==> src/rtl/fetch_stage_if.sv <==
// fetch_stage_if: instruction-memory request/ack bus between fetch_stage (master) and memory (slave)
//   imemReq  : request valid, held with imemAddr until imemAck
//   imemAddr : 16-bit fetch address
//   imemAck  : response valid this cycle
//   imemData : fetched instruction, valid with imemAck
interface fetch_stage_if;
  logic        imemReq;
  logic [15:0] imemAddr;
  logic        imemAck;
  logic [15:0] imemData;
  modport master (output imemReq, imemAddr, input imemAck, imemData);
  modport slave  (input imemReq, imemAddr, output imemAck, imemData);
endinterface

==> src/rtl/fetch_stage.sv <==
// fetch_stage: 16-bit pipeline fetch stage with one-outstanding imem handshake, stall, redirect and HALT
//   clk, rst (async active-low), stall, redirect, redirectPC : control from clock/reset, hazard unit, branch unit
//   imem (fetch_stage_if.master) : instruction memory bus
//   PCCurr, PCInc, Inst, instValid : IF/ID bundle; halted : HALT fetched
//   FETCH_PERF_CNT_EN adds saturating fetchCount/bubbleCount outputs
module fetch_stage #(
  parameter logic [15:0] RESET_PC = 16'h0000,
  parameter logic [15:0] NOP_INST = 16'h0800
) (
  input  logic          clk,
  input  logic          rst,
  input  logic          stall,
  input  logic          redirect,
  input  logic [15:0]   redirectPC,
  fetch_stage_if.master imem,
  output logic [15:0]   PCCurr,
  output logic [15:0]   PCInc,
  output logic [15:0]   Inst,
  output logic          instValid,
  output logic          halted
`ifdef FETCH_PERF_CNT_EN
  ,
  output logic [15:0]   fetchCount,
  output logic [15:0]   bubbleCount
`endif
);
  localparam logic [1:0] REQ = 2'd0, DRAIN = 2'd1, HALTED = 2'd2;
  logic [1:0]  state_q, state_d;
  logic [15:0] pc_q, pc_d, addr_q, addr_d, pc_curr_q, pc_curr_d, pc_inc_q, pc_inc_d, inst_q, inst_d;
  logic        pending_q, pending_d, valid_q, valid_d;
  logic        consume, accept;
  always_comb begin
    // A raised request is held (pending_q) so stall cannot drop it before the ack
    imem.imemReq  = rst && state_q != HALTED && (pending_q || !valid_q || !stall);
    imem.imemAddr = pending_q ? addr_q : pc_q;
    consume = valid_q && !stall;
    // Ack data is kept only when the buffer is free; otherwise the same pc is refetched later
    accept  = state_q == REQ && imem.imemReq && imem.imemAck && !redirect && (!valid_q || !stall);
    state_d = redirect ? ((imem.imemReq && !imem.imemAck) ? DRAIN : REQ) :
              (state_q == DRAIN && imem.imemAck) ? REQ :
              (accept && imem.imemData[15:11] == 5'b00000) ? HALTED : state_q;
    pc_d      = redirect ? redirectPC : accept ? pc_q + 16'd2 : pc_q;
    valid_d   = redirect ? 1'b0 : accept ? 1'b1 : consume ? 1'b0 : valid_q;
    pc_curr_d = accept ? pc_q : pc_curr_q;
    pc_inc_d  = accept ? pc_q + 16'd2 : pc_inc_q;
    inst_d    = accept ? imem.imemData : inst_q;
    pending_d = imem.imemReq && !imem.imemAck;
    addr_d    = imem.imemAddr;
    PCCurr    = pc_curr_q;
    PCInc     = pc_inc_q;
    Inst      = valid_q ? inst_q : NOP_INST;
    instValid = valid_q;
    halted    = state_q == HALTED;
  end
  always_ff @(posedge clk or negedge rst) begin
    if (!rst) begin
      state_q   <= REQ;
      pc_q      <= RESET_PC;
      addr_q    <= RESET_PC;
      pending_q <= 1'b0;
      valid_q   <= 1'b0;
      pc_curr_q <= 16'h0000;
      pc_inc_q  <= 16'h0000;
      inst_q    <= NOP_INST;
    end else begin
      state_q   <= state_d;
      pc_q      <= pc_d;
      addr_q    <= addr_d;
      pending_q <= pending_d;
      valid_q   <= valid_d;
      pc_curr_q <= pc_curr_d;
      pc_inc_q  <= pc_inc_d;
      inst_q    <= inst_d;
    end
  end
`ifdef FETCH_PERF_CNT_EN
  logic [15:0] fetch_cnt_q, fetch_cnt_d, bubble_cnt_q, bubble_cnt_d;
  always_comb begin
    fetch_cnt_d  = (consume && fetch_cnt_q != 16'hFFFF) ? fetch_cnt_q + 16'd1 : fetch_cnt_q;
    bubble_cnt_d = (!valid_q && state_q != HALTED && bubble_cnt_q != 16'hFFFF) ? bubble_cnt_q + 16'd1 : bubble_cnt_q;
    fetchCount   = fetch_cnt_q;
    bubbleCount  = bubble_cnt_q;
  end
  always_ff @(posedge clk or negedge rst) begin
    if (!rst) begin
      fetch_cnt_q  <= 16'h0000;
      bubble_cnt_q <= 16'h0000;
    end else begin
      fetch_cnt_q  <= fetch_cnt_d;
      bubble_cnt_q <= bubble_cnt_d;
    end
  end
`endif
endmodule

==> src/flat_wrapper.sv <==
// flat-port wrapper written by rule: the top's interface ports become plain ports
module fetch_stage_flat 
#(
  parameter logic [15:0] RESET_PC = 16'h0000,
  parameter logic [15:0] NOP_INST = 16'h0800
)
  (clk, rst, stall, redirect, redirectPC, PCCurr, PCInc, Inst, instValid, halted, imem_imemReq, imem_imemAddr, imem_imemAck, imem_imemData);
  fetch_stage_if imem_i ();
  input  logic clk;
  input  logic rst;
  input  logic stall;
  input  logic redirect;
  input  logic [15:0] redirectPC;
  output logic [15:0] PCCurr;
  output logic [15:0] PCInc;
  output logic [15:0] Inst;
  output logic instValid;
  output logic halted;
  output wire logic [$bits(imem_i.imemReq)-1:0] imem_imemReq;
  output wire logic [$bits(imem_i.imemAddr)-1:0] imem_imemAddr;
  input wire logic [$bits(imem_i.imemAck)-1:0] imem_imemAck;
  input wire logic [$bits(imem_i.imemData)-1:0] imem_imemData;
  assign imem_imemReq = imem_i.imemReq;
  assign imem_imemAddr = imem_i.imemAddr;
  assign imem_i.imemAck = imem_imemAck;
  assign imem_i.imemData = imem_imemData;
  fetch_stage #(.RESET_PC(RESET_PC), .NOP_INST(NOP_INST)) u_core (.clk(clk), .rst(rst), .stall(stall), .redirect(redirect), .redirectPC(redirectPC), .imem(imem_i), .PCCurr(PCCurr), .PCInc(PCInc), .Inst(Inst), .instValid(instValid), .halted(halted));
endmodule
==> config.mk <==
export PLATFORM = sky130hd
export DESIGN_NAME = fetch_stage_flat
export DESIGN_NICKNAME = d
export VERILOG_FILES = /design/src/rtl/fetch_stage_if.sv /design/src/rtl/fetch_stage.sv /design/src/flat_wrapper.sv
export SDC_FILE = /design/constraint.sdc
export NUM_CORES = 1
export LEC_CHECK = 0
export BUFFER_PORTS_ARGS = -buffer_cell sky130_fd_sc_hd__buf_2
export CORE_ASPECT_RATIO = 0.8
export CORE_MARGIN = 1
export CORE_UTILIZATION = 35
export DETAILED_ROUTE_END_ITERATION = 10
export PLACE_DENSITY_LB_ADDON = 0.2
export SLEW_MARGIN = 20
export SYNTH_ARGS = -nofsm -noshare
export SYNTH_HDL_FRONTEND = slang
export SYNTH_SLANG_ARGS = --single-unit
==> constraint.sdc <==
create_clock -name clk -period 2.8 [get_ports clk]
set_input_delay 0.28 -clock clk [delete_from_list [all_inputs] [get_ports clk]]
set_output_delay 0.28 -clock clk [all_outputs]
set_load 0.03 [all_outputs]
## Word level (Yosys, flattened, before mapping)

Index checks and enable logic that the tools add are counted.

| storage, ports and cells | value |
|---|---|
| bits in registers | 84 |
| bits of input ports | 37 |

| cells by class | value |
|---|---|
| $add $sub $neg | 1 |
| equality and inequality tests | 3 |
| muxes and demuxes | 11 |
| reduce and logical (&&, ||, !) cells | 22 |

Operators by type and width:

| operator | number |
|---|---|
| 16-bit two-way mux | 4 |
| 16-bit by 2-bit adder with 16-bit output, second input constant | 1 |
| 1-bit logical AND | 10 |
| 2-bit two-way mux | 3 |
| 3-bit nonzero test | 2 |
| 5-bit zero test | 1 |
| 1-bit zero test | 4 |
| 1-bit two-way mux | 4 |
| 1-bit logical OR | 3 |
| 2-bit by 1-bit == test with 1-bit output, second input constant | 1 |
| 2-bit == test, second input constant | 1 |
| 2-bit zero test | 1 |
| 2-bit inequality test, second input constant | 1 |
| 2-bit nonzero test | 1 |

## Depth between registers and ports, before layout

Gate-level depths: netlist of the first run.

| logic depth | value |
|---|---|
| depth after elaboration | 12 |
| gate-level depth with buffers | 7 |
| depth with buffers taken out | 5 |

## Worst setup path before layout of the first run

OpenSTA, ideal clock, no wires.

| timing | value |
|---|---|
| kind | register -> register |
| start | register u_core.valid_q (netlist: u_core.instValid) |
| end | register u_core.pc_inc_q[14] (netlist: u_core.PCInc[14]) |
| setup time | 0.070 ns |
| arrival | 1.904 ns |
| required time | 2.730 ns |
| path slack | 0.826 ns |
| stages on the path, launching flop included | 7 |
| buffers on the path | 2 |
| cells stage by stage | dfrtp_1 and2_1 buf_6 or3_1 buf_2 or4_1 nand3_1 |

| between the ends | value |
|---|---|
| longest elaborated chain between the ends | 8 |

RTL lines:

| element | RTL line | source |
|---|---|---|
| from (decl) | fetch_stage.sv:30 | `logic pending_q, pending_d, valid_q, valid_d;` |
| from (signal assigned) | fetch_stage.sv:70 | `valid_q <= valid_d;` |
| 1-bit zero test (*) | fetch_stage.sv:34, fetch_stage.sv:38 |  |
| 1-bit logical OR (2 in a row) | fetch_stage.sv:34 | `imem.imemReq = rst && state_q != HALTED && (pending_q \|\| !valid_q \|\| !stall);` |
| 1-bit logical AND | fetch_stage.sv:34 |  |
| 1-bit logical AND (3 in a row) | fetch_stage.sv:38 | `accept = state_q == REQ && imem.imemReq && imem.imemAck && !redirect && (!valid_q \|\| !stall);` |
| 1-bit logical AND (*) | fetch_stage.sv:38 |  |
| to (signal assigned) | fetch_stage.sv:72 | `pc_inc_q <= pc_inc_d;` |
| to (decl) | fetch_stage.sv:29 | `logic [15:0] pc_q, pc_d, addr_q, addr_d, pc_curr_q, pc_curr_d, pc_inc_q, pc_inc_d, inst_q, inst_d;` |

Mark *: on every way between the ends. The rest lies on a longest branch, timed or not.
A chain may end at the register's enable or synchronous reset.

## Worst setup path after layout of the first run

| timing | value |
|---|---|
| start | input rst |
| end | register u_core.pc_inc_q[3] (netlist: u_core.PCInc[3]) |

| between the ends | value |
|---|---|
| longest elaborated chain between the ends | 6 |

RTL lines:

| element | RTL line | source |
|---|---|---|
| from (decl) | flat_wrapper.sv:10 | `input logic rst;` |
| 1-bit logical AND (2 in a row) | fetch_stage.sv:34 |  |
| 1-bit logical AND (4 in a row) | fetch_stage.sv:38 |  |

Every way passes these cells.

==> flow_metrics.tcl, run 1 <==
set metrics [dict create \
    dpl-instance-area_um2 4430 \
    worstSkewPairLatency_ps 340 \
    finalMaxSlewViolations 0 \
    multi_input_area_um2 1590 \
    ir_drop_uv 387 \
    async_flop_share 1.00 \
    cpLargestDelayFamily "buffers and inverters" \
    drv_cap 0 \
    skew_ps 8.83 \
    rrSetupSlack_ps 700 \
    power_density_nw_per_um2 767 \
    avgSynthCellArea_um2 9.51 \
    instances_no_fill 639 \
    wirelength_um 9340 \
    slowest_stage "dlygate4sd3_1" \
    syn-instance-count 398 \
    cts_root_buffer "clkbuf_16" \
    hpwl_um 6530 \
    layout-drive-gt1-share 0.303 \
    clock-sinks 83 \
    seqCellArea_um2 2080 \
    antenna_found_initial 0 \
    chipWidth_um 118 \
    critPathLaunchType "input port" \
    synth_top_area_share 0.542 \
    wl_met1_um 4550 \
    drtAntennaViolNets 0 \
    finalCriticalPeriod_ps 2200 \
    mostFrequentLayoutCells "nand2_1, buf_2, dfrtp_1, o21ai_0" \
    synth_fp_nets 436 \
    crit_arrival_ps 2400 \
    required_ps 3000 \
    ys_types 40 \
    cp-end-kind "register" \
    port_buffers 103 \
    cts_made_buffers 9 \
    cts_setup_buffers 0 \
    final.setup.tns_ps 0 \
    yosys_warnings 0 \
    cp_num_buf_inv 4 \
    wl_met2_um 4210 \
    r2r-start "u_core.instValid" \
    hold_ws_ps 132 \
    synthTopCellsByArea "dfrtp_1, nand2_1, mux2_2" \
    syn_area_um2 3790 \
    leakage_nw 2.32 \
    max_stage_delay_ps 530 \
    holdPathStages 3 \
    period_share 0.787 \
    synth_top_area_cell "dfrtp_1" \
    grt_max_degree 66 \
    layout_commonest_cell "nand2_1" \
    setup.worst_path.class "input port to register" \
    num_vias 3001 \
    io_pins 104 \
    finalSetupViolCount 0 \
    hold_violations 0 \
    crit_path_max_fanout 61 \
    met3WireLength_um 495 \
    rsz0062_at_grt "no" \
    core_um2 10400 \
    worstRegToRegCells 5 \
    yosysSeqAreaShare 0.549 \
    grt.total_usage 0.174 \
    grt_pass1_wl_um 14900 \
    holdPathEnd "u_core.inst_q[4]" \
    max_freq_mhz 454 \
    worst_pin_slew_ps 843 \
    gr-total-overflow 0 \
    initial_core_util 0.365 \
    fp-row-count 33 \
    max-slew-margin-rel 0.438 \
    clockBufferDepth 2 \
    worstPathCellList "dlygate4sd3_1 > buf_4 > nand4bb_1 > buf_4 > or3_2 > buf_4 > nand2_1 > o21ai_0" \
    grt_pass1_vias 2862 \
    hold_start "imem_imemData[4]" \
    synth_flop_cell "dfrtp_1" \
    fin_area_um2 4740 \
    status "finished, final reports clean" \
    min_path_type "input port to register" \
    drt_pass1_iterations 4 \
    wl_per_cell_um 14.6 \
    routed_via_density 4.70 \
    area_delta_synth_final_pct 25.3 \
    drt_iter0_drc 140 \
    worstReg2RegEnd "u_core.PCInc[3]" \
    dr.max_layer_used "met4" \
    drc 0 \
    fillers 1042 \
    crit_top_cell "buf_4" \
    gp_congestion 0.845 \
    htreeDepth 3 \
    synth_edf_count 0 \
    die_y_um 95.0 \
    insertedDiodeCount 0 \
    clkTransAtPathRegs_ps 60 \
    dieArea_um2 11200 \
    synth_seq_cells 83 \
    finalNetCount 532 \
    dp.cells 622 \
    cts_tree "done" \
]
[layer usage]
metal / track usage / vias up
li1: - / 1508
met5: 0 / -
met1: 0.246 / 1423
met2: 0.264 / 64
met3: 0.0484 / 6
met4: 0.0449 / 0
[cell type report]
type / instances / area share
Inverter: 1 / 0.000791
Tap cell: 140 / 0.0369
Clock inverter: 5 / 0.0127
Clock buffer: 11 / 0.0512
Multi-Input combinational cell: 286 / 0.335
Timing Repair Buffer: 113 / 0.126
Sequential cell: 83 / 0.438
[synth_stat cells, drive strengths merged (5+ instances only)]
library cell    n
mux2           16
nor2           10
xnor2          16
dfrtp          82
buf             8
nand2         130
nor4           10
nand3           9
and2           16
mux2i           5
clkbuf         20
o21ai          24
nor3            9
[where the power goes]
part,internal (mW),leakage (nW),switching [mW],total [mW]
Clock,0.718,0.146,0.472,1.19
Sequential,1.42,1.01,0.151,1.57
Combinational,0.280,1.16,0.599,0.879
[worst register-to-register path, cell delays in order, from the launching register on]
cell and delay (ps):
dfrtp_1 550, and2_1 350, or3_2 510, buf_4 320, nand2_1 160, o21ai_0 80
[cells by family after synthesis]
kind of cell / after synthesis / synth area share
xor gates and xnor gates: 18 / 0.0416
muxes: 21 / 0.0608
AOI/OAI and AO/OA: 38 / 0.0578
and+or+nand+nor: 208 / 0.254
DFF: 83 / 0.549
adders and majority gates: 1 / 0.00330
buffers and inverters: 29 / 0.0334
[through the flow]
stage	utilization	total power, mW	worst slack (ps)
after floorplan	-	2.17	826
after global placement	0.428	2.47	647
after detailed placement	0.428	2.48	665
after CTS	0.458	3.68	561
after global routing	0.458	3.83	370
final	0.458	3.64	596
[state kept, by name, indices dropped and copies added, names as in the netlist]
register,cells
u_core.addr_q,16
u_core.inst_q,16
u_core.state_q,2
u_core.PCCurr,15
u_core.pc_q,16
u_core.PCInc,16
u_core.instValid,1
u_core.pending_q,1
[how the worst max path moves through the flow]
stage / depth (start not counted) / from / endpoint / slack [ps]
floorplan: 6 / u_core.instValid / u_core.PCInc[14] / 830
global placement: 5 / u_core.instValid / u_core.PCInc[1] / 650
detailed placement: 5 / u_core.instValid / u_core.PCInc[3] / 660
CTS: 8 / rst / u_core.PCInc[3] / 560
global route: 8 / rst / u_core.PCInc[3] / 370
finish: 8 / rst / u_core.PCInc[3] / 600
[repair_timing]
item	CTS	global route
hold buffers	1	0
hold endpoints to repair	17	0
gates resized for setup	0	0
setup endpoints to repair	0	0
(Power assumes the default switching activity.)
==> run 2, diff against run 1 <==
- ABC_AREA: not set -> 1
- clock period: 2.8 -> 1.8 ns (I/O delays scaled with it)
==> flow_metrics.tcl, run 2 <==
set metrics [dict create \
    wl_per_cell_um 13.4 \
    die_y_um 94.6 \
    fin_total_pwr_mw 5.79 \
    synth_fp_nets 484 \
    period_share 0.929 \
    hold_violations 0 \
    seqPwrFrac 0.423 \
    final.setup.tns_ps 0 \
    intPower_mw 3.77 \
    wirelength_um 9280 \
    synthTopCellsByCount "nand2_1, dfrtp_1, nand3_1" \
    cts_root_buffer "clkbuf_16" \
    combinationalPowerShare 0.249 \
    cp-end-kind "output pin" \
    gr-total-overflow 0 \
    num_vias 3165 \
    synth_top_area_cell "dfrtp_1" \
    clockBufferDepth 2 \
    rsz0062_at_grt "no" \
    syn-instance-count 446 \
    synth_flop_cell "dfrtp_1" \
    grt_pass1_vias 2949 \
    mostFrequentLayoutCells "nand2_1, buf_2, dfrtp_1, nand3_1, inv_1" \
    holdPathStages 3 \
    worstRegToRegCells 8 \
    drtAntennaViolNets 0 \
    async_flop_share 1.00 \
    min_path_type "input port to register" \
    finalCriticalPeriod_ps 1670 \
    setup_ws_ps 128 \
    routed_via_density 4.55 \
    synth_edf_count 0 \
    drv_cap 0 \
    fp-row-count 33 \
    worstSkewPairLatency_ps 330 \
    clkPwrFrac 0.328 \
    grt_max_degree 61 \
    post-place-ws_ps 216 \
    yosysSeqAreaShare 0.554 \
    skew_ps 6.00 \
    io_pins 104 \
    yosys_warnings 0 \
    insertedDiodeCount 0 \
    ys_types 26 \
    p_switching_mw 2.02 \
    leakage_nw 2.63 \
    core_um2 10300 \
    synth_top_area_share 0.547 \
    grt_pass1_wl_um 14800 \
    finalNetCount 588 \
    dieArea_um2 11100 \
    finalMaxSlewViolations 0 \
    yosysMostFrequentCell "nand2_1" \
    cts_made_buffers 9 \
    layout_commonest_cell "nand2_1" \
    drt_iter0_drc 182 \
    finalSetupViolCount 0 \
    chipWidth_um 118 \
    crit_arrival_ps 1490 \
    required_ps 1620 \
    gp_congestion 0.842 \
    critPathLaunchType "register" \
    layout-drive-gt1-share 0.261 \
    grt.total_usage 0.170 \
    clock-sinks 83 \
    synth_seq_cells 83 \
    htreeDepth 3 \
    power_density_nw_per_um2 1230 \
    crit_path_max_fanout 32 \
    max_freq_mhz 598 \
    synthTopCellsByArea "dfrtp_1, nand2_1, nand3_1" \
    port_buffers 103 \
    syn_area_um2 3750 \
    clkTransAtPathRegs_ps 70 \
    area_delta_synth_final_pct 25.3 \
    hpwl_um 6590 \
    initial_core_util 0.363 \
    setup.worst_path.class "register to output pin" \
    drt_pass1_iterations 4 \
    cts_tree "done" \
    drc 0 \
    worst_pin_slew_ps 794 \
    swShare 0.348 \
    antenna_found_initial 0 \
    avgSynthCellArea_um2 8.41 \
    max-slew-margin-rel 0.471 \
    ir_drop_uv 460 \
    status "finished, final reports clean" \
]
[run 2: changes by cell type after synthesis, sizes merged, moves of 8 or more]
cell / change
nor2: +10
nand3: +35
nor4: -10
and2: -16
xnor2: -16
mux2: -16
inv: +42
o21ai: +15
nor3: -8
clkbuf: -15
nand2: +50
[run 2: area by class of cell]
cell class	count	area (um^2)
Sequential cell	83	2080
Clock inverter	6	71.3
Tap cell	140	175
Multi-Input combinational cell	300	1370
Fill cell	1078	5630
Inverter	43	161
Clock buffer	10	239
Timing Repair Buffer	113	599
[run 2: power by group through the flow]
stage | clock network [mW] | logic [mW] | registers, mW
after floorplan | 0 | 0.632 | 2.80
after global placement | 0 | 1.43 | 2.47
after detailed placement | 0 | 1.45 | 2.48
after CTS | 1.95 | 1.46 | 2.45
after global routing | 2.01 | 1.58 | 2.49
final | 1.90 | 1.44 | 2.45
[run 2: logic make-up (layout without fill, tap and decap cells)]
logic type               Yosys count  count (layout)  synth area share
buffers and inverters             63             172            0.0797
AO/OA/AOI/OAI                     41              41            0.0547
AND/OR/NAND/NOR                  251             251             0.292
adder cells (fa/ha/maj)            1               1           0.00334
flip-flops                        83              83             0.554
XOR/XNOR                           7               7            0.0164
[run 2: routing by layer]
| layer | up-vias | GRT usage | routed length (um) |
|---|---|---|---|
| met5 | - | 0 | 0 |
| met2 | 75 | 0.258 | 4100 |
| li1 | 1603 | - | - |
| met3 | 4 | 0.0362 | 381 |
| met4 | 0 | 0.0438 | 65 |
| met1 | 1483 | 0.247 | 4740 |
[run 2: worst paths after layout]
path | end | from | slack [ps]
max | imem_imemAddr[3] | u_core.pending_q | 130
min | u_core.inst_q[8] | imem_imemData[8] | 50
max reg2reg | u_core.pc_q[15] | u_core.pc_q[1] | 230
min reg2reg | u_core.PCInc[12] | u_core.PCInc[12] | 480
max in group asynchronous | u_core.inst_q[10] | rst | 630
min in group asynchronous | u_core.PCCurr[14] | rst | 460
[run 2: worst max-delay path, stage by stage, from the launching register on]
cell,delay [ps]
dfrtp_1,430
buf_6,200
o21ai_0,270
buf_2,260
[run 2: repair_timing]
item | in CTS | in global routing
cloned | 0 | 0
endpoints found under the hold margin | 23 | 0
gates resized for setup | 2 | 2
pin swaps | 0 | 0
buffers inserted | 0 | 0
endpoints found under the setup margin | 1 | 7
hold buffers | 1 | 0
[run 2: per-stage QoR]
step	utilization	cells	instance area (um^2)	hold slack (ps)
final	0.455	695	4700	47.6
after global routing	0.455	695	4700	38.6
after CTS	0.455	695	4690	37.5
after detailed placement	0.424	678	4370	249
after global placement	0.424	678	4370	251
after floorplan	-	446	3750	-116
